## src/rtl/pwm_pkg.sv

```systemverilog
// Shared types and defaults for the multi-channel PWM block.
// Latency: n/a (types and constants only).
// Backpressure: n/a.
package pwm_pkg;

    typedef enum logic {
        PWM_EDGE   = 1'b0,
        PWM_CENTER = 1'b1
    } pwm_mode_e;

    localparam int PWM_WIDTH_DEF = 11;
    localparam int PWM_NCH_DEF   = 2;
    localparam int PWM_DEAD_DEF  = 8;

    // Dead-time counters saturate at DEAD, so they need room for 0..DEAD.
    function automatic int dt_bits(input int dead);
        return (dead < 1) ? 1 : $clog2(dead + 1);
    endfunction

endpackage

```

## src/rtl/pwm_deadband.sv

```systemverilog
// Complementary gate-drive generator with dead-time insertion for one channel.
// Latency: hi/lo registered, one cycle after raw.
// Backpressure: none; a raw level shorter than DEAD cycles yields no pulse.
module pwm_deadband
    import pwm_pkg::*;
#(
    parameter int DEAD = PWM_DEAD_DEF
) (
    input  logic clk,
    input  logic rst_n,
    input  logic raw,
    output logic hi,
    output logic lo
);

    localparam int             DW     = dt_bits(DEAD);
    localparam logic [DW-1:0]  DT_MAX = DW'(DEAD);

    logic          raw_q;
    logic [DW-1:0] dt;
    logic [DW-1:0] dt_nxt;
    logic          settled;

    always_comb begin
        dt_nxt = dt;
        if (raw != raw_q) begin
            dt_nxt = '0;
        end else if (dt != DT_MAX) begin
            dt_nxt = dt + DW'(1);
        end
    end

    // With DEAD==0 the counter is pinned at zero, so lo is simply ~raw.
    assign settled = (dt_nxt == DT_MAX);

    always_ff @(posedge clk or negedge rst_n) begin
        if (!rst_n) begin
            raw_q <= 1'b0;
            dt    <= '0;
            hi    <= 1'b0;
            lo    <= 1'b0;
        end else begin
            raw_q <= raw;
            dt    <= dt_nxt;
            hi    <= raw & settled;
            lo    <= ~raw & settled;
        end
    end

    a_no_shoot_through: assert property (@(posedge clk) disable iff (!rst_n) !(hi && lo));

endmodule

```

## src/rtl/pwm_mc.sv

```systemverilog
// Multi-channel PWM: shared edge/center counter, double-buffered duty, dead-time drive.
// Latency: raw one cycle after cnt, pwm_hi/pwm_lo two cycles after cnt.
// Backpressure: none; duty_wr always accepted, a later write overwrites the pending set.
module pwm_mc
    import pwm_pkg::*;
#(
    parameter int        WIDTH = PWM_WIDTH_DEF,
    parameter int        NCH   = PWM_NCH_DEF,
    parameter int        DEAD  = PWM_DEAD_DEF,
    parameter pwm_mode_e MODE  = PWM_EDGE
) (
    input  logic                       clk,
    input  logic                       rst_n,
    input  logic [NCH-1:0][WIDTH-1:0]  duty,
    input  logic                       duty_wr,
    output logic                       pend_vld,
    output logic                       period_start,
    output logic [NCH-1:0]             pwm_hi,
    output logic [NCH-1:0]             pwm_lo
);

    localparam logic [WIDTH-1:0] MAX = '1;
    localparam logic [WIDTH-1:0] ONE = WIDTH'(1);

    logic [WIDTH-1:0]            cnt;
    logic [WIDTH-1:0]            cnt_nxt;
    logic                        dir_down;
    logic                        dir_nxt;
    logic                        eop;
    logic [NCH-1:0][WIDTH-1:0]   pend;
    logic [NCH-1:0][WIDTH-1:0]   act;
    logic [NCH-1:0]              raw;

    always_comb begin
        cnt_nxt = cnt + ONE;
        dir_nxt = dir_down;
        if (MODE == PWM_CENTER) begin
            if (!dir_down) begin
                if (cnt == MAX) begin
                    cnt_nxt = MAX - ONE;
                    dir_nxt = 1'b1;
                end
            end else begin
                cnt_nxt = cnt - ONE;
                if (cnt == ONE) begin
                    dir_nxt = 1'b0;
                end
            end
        end
    end

    // Last cycle of a period: the only point where act may be updated.
    assign eop = (MODE == PWM_CENTER) ? (dir_down && (cnt == ONE)) : (cnt == MAX);

    always_ff @(posedge clk or negedge rst_n) begin
        if (!rst_n) begin
            cnt          <= '0;
            dir_down     <= 1'b0;
            period_start <= 1'b0;
        end else begin
            cnt          <= cnt_nxt;
            dir_down     <= dir_nxt;
            period_start <= (cnt_nxt == '0);
        end
    end

    // A write landing in the end-of-period cycle goes straight to act.
    always_ff @(posedge clk or negedge rst_n) begin
        if (!rst_n) begin
            pend     <= '0;
            act      <= '0;
            pend_vld <= 1'b0;
        end else if (duty_wr && eop) begin
            act      <= duty;
            pend_vld <= 1'b0;
        end else begin
            if (eop && pend_vld) begin
                act      <= pend;
                pend_vld <= 1'b0;
            end
            if (duty_wr) begin
                pend     <= duty;
                pend_vld <= 1'b1;
            end
        end
    end

    always_ff @(posedge clk or negedge rst_n) begin
        if (!rst_n) begin
            raw <= '0;
        end else begin
            for (int i = 0; i < NCH; i++) begin
                raw[i] <= (cnt < act[i]);
            end
        end
    end

    for (genvar g = 0; g < NCH; g++) begin : g_ch
        pwm_deadband #(
            .DEAD (DEAD)
        ) u_db (
            .clk   (clk),
            .rst_n (rst_n),
            .raw   (raw[g]),
            .hi    (pwm_hi[g]),
            .lo    (pwm_lo[g])
        );
    end

    a_act_only_at_eop: assert property (@(posedge clk) disable iff (!rst_n) !eop |=> $stable(act));

endmodule

```

## config.mk

```make
export PLATFORM = sky130hd
export DESIGN_NAME = pwm_mc
export DESIGN_NICKNAME = d
export VERILOG_FILES = /design/src/rtl/pwm_pkg.sv /design/src/rtl/pwm_deadband.sv /design/src/rtl/pwm_mc.sv
export SDC_FILE = /design/constraint.sdc
export NUM_CORES = 1
export LEC_CHECK = 0
export CAP_MARGIN = 25
export CORE_MARGIN = 2
export CORE_UTILIZATION = 40
export DETAILED_ROUTE_END_ITERATION = 10
export PLACE_DENSITY_LB_ADDON = 0.2
export SLEW_MARGIN = 30
export SYNTH_ARGS = -nofsm -noshare
export SYNTH_HDL_FRONTEND = slang
export SYNTH_SLANG_ARGS = --single-unit
```

## constraint.sdc

```tcl
create_clock -name clk -period 5.8 [get_ports clk]
set_input_delay 1.74 -clock clk [delete_from_list [all_inputs] [get_ports clk]]
set_output_delay 1.74 -clock clk [all_outputs]
set_load 0.03 [all_outputs]
```

After elaboration in Yosys (flattened, before gate mapping)
Index checks and enable logic that the tools add are counted.

Input port bits: 25. Bits in registers: 73. Output and inout bits: 6. Word-level logic and storage cells: 50.

Multiplexer cells: 9. Add/subtract/negate cells: 3. Equal/unequal tests: 7. Bitwise operators: 7. Magnitude comparators: 2. Reductions and logical operators: 6.

Operators by type and width (number): $mux W22 (2); $lt A11 B11 Y1 (2); $mux W4 (4); $add A11 B1 Y11 const B (1); $eq A11 B11 Y1 const B (1); $logic_not A11 Y1 (1); $add A4 B1 Y4 const B (2); $eq A4 B4 Y1 const B (2); $ne A4 B4 Y1 const B (2); $and A1 B1 Y1 (4); $mux W1 (3); $not A1 Y1 (3); $reduce_bool A3 Y1 (1); $logic_and A1 B1 Y1 (2); $ne A1 B1 Y1 (2); $reduce_and A2 Y1 (1); $reduce_bool A2 Y1 (1).

Depth between registers and ports, before layout
Depth in word-level cells: 5. Gate-level depth with buffers: 8. Gate-level depth less buffers: 7.

By module
From an unflattened synthesis, not the netlist that was laid out.

Cell total of the unflattened synthesis: 343. Area total of the unflattened synthesis: 3744.8 µm².

By module, submodules not included: pwm_mc (instances 1, cells each 281, seq. area each 1476.4 µm², area an instance 3049.2 µm²); pwm_deadband (instances 2, cells each 31, seq. area each 175.2 µm², area an instance 347.8 µm²).

Least setup slack after synthesis
OpenSTA, ideal clock, no wires.

Path kind: input port to flip-flop. Start point: input port duty_wr. End point: register act[0] (netlist name). Setup time: 0.132 ns. Stages on the path: 3. Arrival: 2.475 ns. Required time: 5.668 ns. Path slack: 3.193 ns. Cells stage by stage: o211ai_1 clkbuf_1 o21ai_1.

Longest elaborated chain between the ends: 2. Elaborated cells on any way between the ends: 3. Classes of those cells: mux: 1; reduce/logical: 2.

RTL lines: start: declaration (RTL line pwm_mc.sv:15) `input logic duty_wr,`; $logic_and A1 B1 Y1 (*) (RTL line pwm_mc.sv:73) `end else if (duty_wr && eop) begin`; $mux W22 / $reduce_bool A2 Y1 (equally long branches); end signal: assignment (RTL line pwm_mc.sv:74) `act <= duty;`; end signal: assignment (RTL line pwm_mc.sv:78) `act <= pend;`; end: declaration (RTL line pwm_mc.sv:31) `logic [NCH-1:0][WIDTH-1:0] act;`.

Every way passes the cells marked *; elsewhere a longest branch is shown, timed or not. A chain may end at the register's enable or synchronous reset.

Worst setup path after layout
Start point: register pend_vld. End point: output port pend_vld.

RTL lines: start: declaration (RTL line pwm_mc.sv:16) `output logic pend_vld,`; start signal: assignment (RTL line pwm_mc.sv:72) `pend_vld <= 1'b0;`; start signal: assignment (RTL line pwm_mc.sv:75) `pend_vld <= 1'b0;`; start signal: assignment (RTL line pwm_mc.sv:79) `pend_vld <= 1'b0;`.

No word-level cell between the ends.

==> reports/results.ini <==
[run_status]
outcome=completed

[critical_path]
startpoint=pend_vld
required_ps=4060
critPathTopFamily=buffers and inverters
start_kind=flop
r2r_slack_ps=3210
critPathMaxFanout=4
slowest_stage=clkdlybuf4s50_1
cp.arrival_ps=1430
crit_type=reg2out
cp.depth=1
critPathMaxStageDelay_ps=690
cp_num_buf_inv=1
rr_worst_depth=6
regToRegEndpoint=act[2]
endpoint_kind=primary output
crit_chain=clkdlybuf4s50_1
worstReg2RegStart=cnt[0]

[clock_tree]
cts_tree=yes
cts.htree.levels=3
clock_latency_ps=350
cts_setup_buffers=0
root_buffer=clkbuf_8
clockBufferDepth=2
clkSinkCount=73
cts_buffers=9
clk_pin_slew_ps=80
cts_hold_buf=0
post_cts_resized=0

[sta]
worst-slew-pin-transition_ps=806
slew_headroom=0.462
tns_ps=0
finalCritPeriodShare=0.547
hold_viol=0
slew_viol_final=0
rsz0062_at_grt=no
fin_crit_ps=3170
timing.fmax_mhz=315
report.final.setup_viol=0
skew_ps=10.9

[power_and_ir_drop]
power_leakage_nw=1.80
power_mw=1.09
powerDensity_nw_per_um2=257
ir_worst_vdd_mv=0.142

[drt]
drtIter0Drc=47
firstDrtPassIters=4
detail-route-antenna-nets=0
dr_total_vias=2395
post_drt_via_cell_ratio=5.05
drcViolationCount=0
wirelength_microns=6300
wl_per_cell_microns=13.3

[yosys]
yosys.area_share.simple=0.125
synth_xor_area_frac=0.0383
avgSynthCellArea_sq_um=10.9
synth_compound_area_frac=0.118
synth_adder_area_share=0.0888
synth_ff_type=dfrtp_1
synth_top_family_by_area=simple AND/OR/NAND/NOR gates
syn_inst=336
synthMuxAreaShare=0.0676
yosysWarnings=0
async_reset_ff_frac=1.00
ys_seq_area_frac=0.499
synth_edf_count=0
synth_cell_types=44
synth_nets=387
synth-seq-cells=73
synth_area_sq_um=3660

[final_layout]
diodes=0
finish.utilization=0.480
fin_nets=412
multi_input_area_sq_um=1600
register_area_sq_um=1830
final_cells=474
drive_gt1_frac=0.0820
final_cell_area_sq_um=4230
fill_cells=819
area_growth_pct=15.3

[global_route]
grt_max_degree=74
grt_use_total=0.138
antenna_found_initial=0
grt.overflow.total=0
grt_pass1_wl_microns=11000
grt_pass1_vias=2407

[flow_run]
maxCapViolCount=0

[placement]
hpwl_microns=4470
place_congestion=0.807
port_buffers=30
dp.cells=457
place_area_sq_um=3990

[floorplan]
row_count=34
fp.dieH_microns=99.7
die_w_microns=99.7
die_area_sq_um=9940
initial_core_util=0.416
ios=31
core_area_sq_um=8810

[worst_hold_path]
hp-class=reg2reg
hold_end=g_ch[0].u_db.raw_q
worstHoldStart=raw[0]
hold_depth=0

[report_power, final]
group / leakage (nW) / switching (mW) / internal [mW]
clock network: 0.113 / 0.193 / 0.255
logic: 0.763 / 0.0422 / 0.0464
registers: 0.925 / 0.0146 / 0.534
[layout by cell type (no fill, tap or decap), types with 3 or more instances in the layout]
master,instances
nand3_1,6
nand3b_1,4
or4b_1,3
xor2_1,5
mux2_1,20
nand2_1,31
nand2b_1,4
a211oi_1,4
o21ai_1,21
clkbuf_8,10
clkdlybuf4s50_1,29
and2_1,6
a21oi_1,8
nor3_1,3
nor2_1,10
o22ai_1,21
dfrtp_1,73
xnor2_1,11
inv_1,30
ha_1,26
[worst max-delay path by stage]
stage / to / slack (ps)
after floorplan: act[0] / 3190
after global placement: act[17] / 2030
after detailed placement: act[15] / 1970
after CTS: act[0] / 2340
after global routing: act[0] / 2530
final: pend_vld / 2630
[Yosys cell counts (5+ instances only)]
master    instances  area share
a21oi_1           8       0.011
and2_1            6       0.010
clkbuf_1          6      0.0061
dfrtp_1          73        0.50
ha_1             26       0.089
inv_1            30       0.031
mux2_1           20       0.061
nand2_1          31       0.032
nand3_1           6      0.0082
nor2_1           10       0.010
o21ai_1          21       0.029
o22ai_1          21       0.036
xnor2_1          11       0.026
xor2_1            5       0.012
[registers in the layout (all words and copies together), names as in the netlist]
signal	flops
g_ch.u_db.raw_q	2
act	22
period_start	1
pend	22
g_ch.u_db.lo	2
pend_vld	1
cnt	11
g_ch.u_db.hi	2
g_ch.u_db.dt	8
raw	2
[through the flow]
step	hold WS (ps)	worst slack, ps
finish	449	2630
global route	484	2530
CTS	459	2340
detailed placement	442	1970
global placement	424	2030
floorplan	412	3190
[area by class of cell]
| cell class | instances | area share |
|---|---|---|
| flip-flops and latches | 73 | 0.432 |
| well taps | 108 | 0.0320 |
| clock buffers | 10 | 0.0326 |
| repair buffers | 32 | 0.0749 |
| clock inverters | 6 | 0.0213 |
| multi-input cells | 214 | 0.379 |
| inverters | 31 | 0.0275 |
[logic make-up after synthesis]
family / Yosys count
AOI/OAI and AO/OA: 70
DFF: 73
muxes: 22
and+or+nand+nor: 80
adders and majority gates: 26
buffers and inverters: 49
xor gates and xnor gates: 16
[per-layer routing]
metal  share of wire  global-route usage  up-vias
li1                -                   -     1214
met1            0.51               0.190     1137
met2            0.43               0.208       35
met3           0.038              0.0387        9
met4           0.015              0.0495        0
met5               0                   0        -
No activity file was read; power rests on OpenSTA's default activity.
